## src/rtl/fft_seq_ctrl.sv

```systemverilog
// fft_seq_ctrl: sequencer for a radix-2 DIT FFT memory block.
// Drives a ping-pong RAM pair (RAM1/RAM2), the write-data muxes, the
// read-bank mux, the even/odd demux and the twiddle ROM.
// Sequence: LOAD (bit-reversed writes into RAM1), then log2(N) butterfly
// stages alternating source/destination bank, then a one-cycle DONE pulse.
// Optional feature macro: FFT_SEQ_CTRL_ABORT_EN adds the i_abort input.
//
// Load handshake: a sample is consumed on every cycle where o_load_ready and
// i_load_valid are both high; i_load_valid is ignored whenever o_load_ready
// is low, and gaps (valid low while ready high) are allowed.
module fft_seq_ctrl #(
  parameter int N        = 16,
  parameter int BFLY_LAT = 2
) (
  input  logic                 clk,
  input  logic                 rst,
  input  logic                 i_start,
  input  logic                 i_load_valid,
`ifdef FFT_SEQ_CTRL_ABORT_EN
  input  logic                 i_abort,
`endif
  output logic                 o_load_ready,
  output logic                 o_busy,
  output logic                 o_done,
  output logic                 o_result_bank,
  output logic [$clog2(N)-1:0] o_stage,
  output logic [1:0]           o_wr_src,
  output logic                 o_wr_en1,
  output logic                 o_wr_en2,
  output logic [$clog2(N)-1:0] o_wr_addr,
  output logic                 o_rd_en,
  output logic                 o_rd_sel,
  output logic [$clog2(N)-1:0] o_rd_addr,
  output logic                 o_eo_sel,
  output logic                 o_twi_rd_en,
  output logic [$clog2(N)-2:0] o_twi_addr
);

  localparam int A  = $clog2(N);
  localparam int S  = $clog2(N);
  // Cycles per stage: N reads, then the pipeline drains the last bot write.
  localparam int L  = N + 3 + BFLY_LAT;
  // Read-to-write distance: one cycle of RAM read latency, the butterfly,
  // and the top/bot write slots.
  localparam int D  = BFLY_LAT + 3;
  localparam int CW = $clog2(L);
  localparam logic RES_BANK = 1'(S % 2);

  typedef enum logic [1:0] {
    ST_IDLE  = 2'd0,
    ST_LOAD  = 2'd1,
    ST_STAGE = 2'd2,
    ST_DONE  = 2'd3
  } state_t;

  state_t          r_state;
  state_t          w_next_state;
  logic [A-1:0]    r_cnt;
  logic [A-1:0]    r_stage;
  logic [CW-1:0]   r_cyc;
  logic            r_result_bank;

  // Address/flag pipeline from read issue to destination write.
  logic            r_pv    [D];
  logic            r_podd  [D];
  logic [A-1:0]    r_paddr [D];

  logic            w_abort;
  logic            w_rd_act;
  logic            w_odd;
  logic            w_last_cyc;
  logic [A-1:0]    w_k;
  logic [A-1:0]    w_half;
  logic [A-1:0]    w_mask;
  logic [A-1:0]    w_e;
  logic [A-1:0]    w_o;
  logic [A-1:0]    w_sh;

`ifdef FFT_SEQ_CTRL_ABORT_EN
  assign w_abort = i_abort;
`else
  assign w_abort = 1'b0;
`endif

  function automatic logic [A-1:0] bitrev(input logic [A-1:0] v);
    logic [A-1:0] r;
    for (int b = 0; b < A; b++) r[b] = v[A-1-b];
    return r;
  endfunction

  // Butterfly k = cycle/2; even/odd element addresses are k with a zero
  // inserted at bit position s (even) plus the half offset (odd).
  assign w_rd_act   = (r_state == ST_STAGE) && (r_cyc < CW'(N));
  assign w_odd      = r_cyc[0];
  assign w_last_cyc = (r_cyc == CW'(L - 1));
  assign w_k        = A'(r_cyc >> 1);
  assign w_half     = A'(1) << r_stage;
  assign w_mask     = w_half - A'(1);
  assign w_e        = ((w_k & ~w_mask) << 1) | (w_k & w_mask);
  assign w_o        = w_e | w_half;
  assign w_sh       = A'(S - 1) - r_stage;

  // State register.
  always_ff @(posedge clk or posedge rst) begin
    if (rst) r_state <= ST_IDLE;
    else     r_state <= w_next_state;
  end

  // Load counter, stage cycle counter, stage index and result-bank hold.
  always_ff @(posedge clk or posedge rst) begin
    if (rst) begin
      r_cnt         <= '0;
      r_cyc         <= '0;
      r_stage       <= '0;
      r_result_bank <= 1'b0;
    end else begin
      if (r_state == ST_LOAD && i_load_valid) r_cnt <= r_cnt + A'(1);
      else if (r_state != ST_LOAD)            r_cnt <= '0;

      if (w_next_state != ST_STAGE) begin
        r_cyc   <= '0;
        r_stage <= '0;
      end else if (r_state == ST_STAGE) begin
        if (w_last_cyc) begin
          r_cyc   <= '0;
          r_stage <= r_stage + A'(1);
        end else begin
          r_cyc   <= r_cyc + CW'(1);
        end
      end

      if (r_state == ST_DONE)                              r_result_bank <= RES_BANK;
      else if (r_state == ST_IDLE && w_next_state == ST_LOAD) r_result_bank <= 1'b0;
    end
  end

  // Shift read address/odd flag toward the write port; flushed outside STAGE.
  always_ff @(posedge clk or posedge rst) begin
    if (rst) begin
      for (int i = 0; i < D; i++) begin
        r_pv[i]    <= 1'b0;
        r_podd[i]  <= 1'b0;
        r_paddr[i] <= '0;
      end
    end else if (r_state != ST_STAGE || w_abort) begin
      for (int i = 0; i < D; i++) r_pv[i] <= 1'b0;
    end else begin
      r_pv[0]    <= w_rd_act;
      r_podd[0]  <= w_odd;
      r_paddr[0] <= w_odd ? w_o : w_e;
      for (int i = 1; i < D; i++) begin
        r_pv[i]    <= r_pv[i-1];
        r_podd[i]  <= r_podd[i-1];
        r_paddr[i] <= r_paddr[i-1];
      end
    end
  end

  // Next-state and output decode; every enable is gated by state.
  always_comb begin
    w_next_state  = r_state;
    o_load_ready  = 1'b0;
    o_busy        = (r_state != ST_IDLE);
    o_done        = 1'b0;
    o_result_bank = r_result_bank;
    o_stage       = r_stage;
    o_wr_src      = 2'b00;
    o_wr_en1      = 1'b0;
    o_wr_en2      = 1'b0;
    o_wr_addr     = '0;
    o_rd_en       = 1'b0;
    o_rd_sel      = 1'b0;
    o_rd_addr     = '0;
    o_eo_sel      = 1'b0;
    o_twi_rd_en   = 1'b0;
    o_twi_addr    = '0;
    case (r_state)
      ST_IDLE: begin
        if (i_start && !w_abort) w_next_state = ST_LOAD;
      end
      ST_LOAD: begin
        o_load_ready = 1'b1;
        if (i_load_valid) begin
          o_wr_en1  = 1'b1;
          o_wr_addr = bitrev(r_cnt);
        end
        if (w_abort)                                      w_next_state = ST_IDLE;
        else if (i_load_valid && r_cnt == A'(N - 1))      w_next_state = ST_STAGE;
      end
      ST_STAGE: begin
        if (w_rd_act) begin
          o_rd_en   = 1'b1;
          o_rd_sel  = r_stage[0];
          o_rd_addr = w_odd ? w_o : w_e;
          if (w_odd) begin
            o_twi_rd_en = 1'b1;
            o_twi_addr  = (A-1)'((w_k & w_mask) << w_sh);
          end
        end
        o_eo_sel = r_pv[0] & r_podd[0];
        if (r_pv[D-1]) begin
          // Destination is the bank not being read this stage.
          o_wr_en1  = r_stage[0];
          o_wr_en2  = ~r_stage[0];
          o_wr_src  = r_podd[D-1] ? 2'b10 : 2'b01;
          o_wr_addr = r_paddr[D-1];
        end
        if (w_abort)                                      w_next_state = ST_IDLE;
        else if (w_last_cyc && r_stage == A'(S - 1))      w_next_state = ST_DONE;
      end
      ST_DONE: begin
        o_done        = 1'b1;
        o_result_bank = RES_BANK;
        w_next_state  = ST_IDLE;
      end
      default: w_next_state = ST_IDLE;
    endcase
  end

endmodule

```

## config.mk

```make
export PLATFORM = sky130hd
export DESIGN_NAME = fft_seq_ctrl
export DESIGN_NICKNAME = d
export VERILOG_FILES = /design/src/rtl/fft_seq_ctrl.sv
export SDC_FILE = /design/constraint.sdc
export NUM_CORES = 1
export LEC_CHECK = 0
export ABC_AREA = 1
export CAP_MARGIN = 10
export CORE_UTILIZATION = 52
export CTS_CLUSTER_DIAMETER = 200
export DETAILED_ROUTE_END_ITERATION = 6
export PLACE_DENSITY = 0.87
export SYNTH_ARGS = -nofsm -noshare
export SYNTH_HDL_FRONTEND = slang
export SYNTH_SLANG_ARGS = --single-unit
export TNS_END_PERCENT = 30
```

## constraint.sdc

```tcl
create_clock -name clk -period 2.55 [get_ports clk]
set_input_delay 0.255 -clock clk [delete_from_list [all_inputs] [get_ports clk]]
set_output_delay 0.255 -clock clk [all_outputs]
set_load 0.05 [all_outputs]
```

==> results.json <==
{
  "dp_slack_ns": 0.370,
  "wl_met2_um": 2530,
  "grt.overflow.total": 0,
  "dr_wl_met3_um": 312,
  "coreArea_um2": 4380,
  "grt_use_total_pct": 21.8,
  "cts.sinks": 45,
  "hold_path_class": "primary input to asynchronous set/reset pin",
  "numCtsBuffers": 5,
  "grt_max_degree": 46,
  "r2r-start": "r_state[0]",
  "ys_ff_latch": 45,
  "worstSetupStartpointType": "flop",
  "gp_congestion": 0.867,
  "die_h_um": 70.0,
  "fp-row-count": 24,
  "synth_top_area_share_pct": 46.9,
  "critPathBufInv": 2,
  "routed_wl_um": 5110,
  "maxSlewViolCount": 0,
  "final_area_um2": 3120,
  "synth_enable_flop_cells": 0,
  "ioPinCount": 31,
  "crit_chain": "inv_1, nand3_1, ha_1, nor2_1, o21ai_0, o21ai_0, nand3_1, nor2_2, buf_12",
  "via_per_inst": 5.23,
  "cpPeakStageDelay_ns": 0.47,
  "max_cap_violations": 0,
  "cp-startpoint": "o_stage[1]",
  "layout_common_cells": "66 x nand2_1, 42 x inv_1, 42 x dfrtp_1",
  "syn_area_per_cell_um2": 8.08,
  "fin_skew_ns": 0.00408,
  "holdWs_ns": 0.360,
  "grt_pass1_vias": 1968,
  "crit_slowest_cell": "dfrtp_2",
  "worst_pin_slew_ns": 0.955,
  "max_slew_margin_pct": 35.9,
  "arrival_ns": 2.18,
  "drt-pass1-iter-count": 4,
  "routedWlPerCell_um": 13.4,
  "ys.flop_type": "dfrtp_1",
  "die_x_um": 70.0,
  "finalHoldViolCount": 0,
  "worstSkewPairLatency_ns": 0.30,
  "synthDistinctLibCells": 29,
  "grt_pass1_wl_um": 8580,
  "endpoint_kind": "output port",
  "synth_cells": 297,
  "yosys.area.top_type": "dfrtp_1",
  "antenna_found_initial": 0,
  "path_class": "flop to output port",
  "period_share_pct": 95.6,
  "dieArea_um2": 4890,
  "drt-initial-drc-count": 174,
  "synth-async-reset-ratio_pct": 100,
  "status": "finished, final reports clean",
  "syn2layout_area_growth_pct": 29.9,
  "period_minus_slack_ns": 2.44,
  "p_leak_nw": 1.48,
  "fmax_ghz": 0.410,
  "io_buffers": 29,
  "drcViolationCount": 0,
  "power_density_nw_per_um2": 572,
  "peakVddDrop_uv": 289,
  "fin_ws_ns": 0.112,
  "clockRootBuffer": "clkbuf_8",
  "setup_viol": 0,
  "met1_length_um": 2210,
  "path_delay_family": "simple AND/OR/NAND/NOR gates",
  "dr.max_layer_used": "met4",
  "diodes": 0,
  "synth_area_um2": 2400,
  "worst_ep_required_time_ns": 2.30,
  "vias": 1987,
  "yosys-top-cells-area": "dfrtp_1 47%, nand2_1 10%, inv_1 7.0%",
  "synth-seq-area-share_pct": 46.9,
  "start_util_pct": 54.8,
  "drive_above_1_share_pct": 17.7,
  "placed_area_um2": 2950,
  "htreeDepth": 2,
  "path_clk_slew_ns": 0.09,
  "final_common_cell": "nand2_1",
  "cp_max_fo": 8,
  "clock_path_buffers": 2,
  "nets": 342,
  "synth_nets": 312,
  "yosysWarnings": 0,
  "cts_tree": "done",
  "ant_nets": 0,
  "dp_hpwl_um": 3550
}
[where the power goes]
group          internal [W]  switching (W)
Sequential         0.000754      0.0000326
Clock              0.000300       0.000261
Combinational      0.000145       0.000291
Total               0.00120       0.000584
[layout make-up]
| class | instances | area (um^2) |
|---|---|---|
| fillers | 325 | 1260 |
| well taps | 52 | 65.1 |
| repair buffers | 35 | 556 |
| inverters | 50 | 193 |
| multi-input cells | 190 | 1060 |
| clock inverters | 3 | 50.0 |
| flip-flops and latches | 45 | 1130 |
| clock buffers | 5 | 68.8 |
[repair_timing]
item / in CTS / in global routing
hold buffers: 0 / 0
endpoints found under the hold margin: 0 / 0
setup buffers: 0 / 0
resized for setup: 0 / 9
setup endpoints to repair: 0 / 5
[kinds of logic after synthesis]
logic type,after synthesis,synth area share (%)
compound gates,45,9.69
fa+ha+maj,11,5.73
other cells,1,0.156
xor+xnor,6,2.19
flops,45,46.9
buf+inv,62,10.6
simple gates,127,24.8
[stage by stage]
| stage | TNS (ns) | instances | power, W | utilization (%) |
|---|---|---|---|---|
| after floorplan | -0.0420 | 297 | 0.00110 | - |
| after global placement | 0 | 371 | 0.00122 | 67.3 |
| after detailed placement | 0 | 371 | 0.00123 | 67.3 |
| after CTS | 0 | 379 | 0.00179 | 70.0 |
| after global routing | -0.0466 | 380 | 0.00188 | 71.1 |
| final | 0 | 380 | 0.00178 | 71.1 |
[synth_stat cells, types with 3 or more instances]
master    number
nor2_1        25
clkbuf_1       7
ha_1          11
inv_2          3
dfrtp_1       45
nand3_1       18
inv_1         45
a21oi_1       14
nand4_1        8
nand2_1       66
buf_4          4
xor2_1         5
o21ai_0       26
[worst register-to-register path: stages (launching register included)]
cell and delay, ns:
dfrtp_1 0.43, inv_2 0.13, ha_4 0.19, buf_12 0.17, inv_4 0.06, buf_4 0.22, nand2_1 0.11, nand2_1 0.05
nand2_1 0.21, nand2_4 0.13, a21oi_1 0.17
[per-layer routing]
layer,track usage (%),vias up
li1,-,989
met1,27.6,934
met2,37.0,58
met3,5.05,6
met4,6.67,0
met5,0,-
[registers in the layout, indices dropped and copies added, names as in the netlist]
name,cells
r_paddr,20
r_cyc,5
r_podd,5
r_pv,5
o_stage,4
r_cnt,4
r_state,2
[path summary, 6_finish.rpt]
kind / depth (start not counted) / endpoint / slack (ns)
setup reg to reg: 10 / o_stage[0] / 0.62
setup / recovery: 9 / o_twi_addr[2] / 0.11
min in group clk: 2 / r_pv[2] / 0.45
hold reg to reg: 2 / r_pv[2] / 0.45
max in group asynchronous: 3 / r_paddr[10] / 1.58
hold / removal: 2 / r_cnt[2] / 0.36
Note: power is estimated with default switching activity, not from simulation.
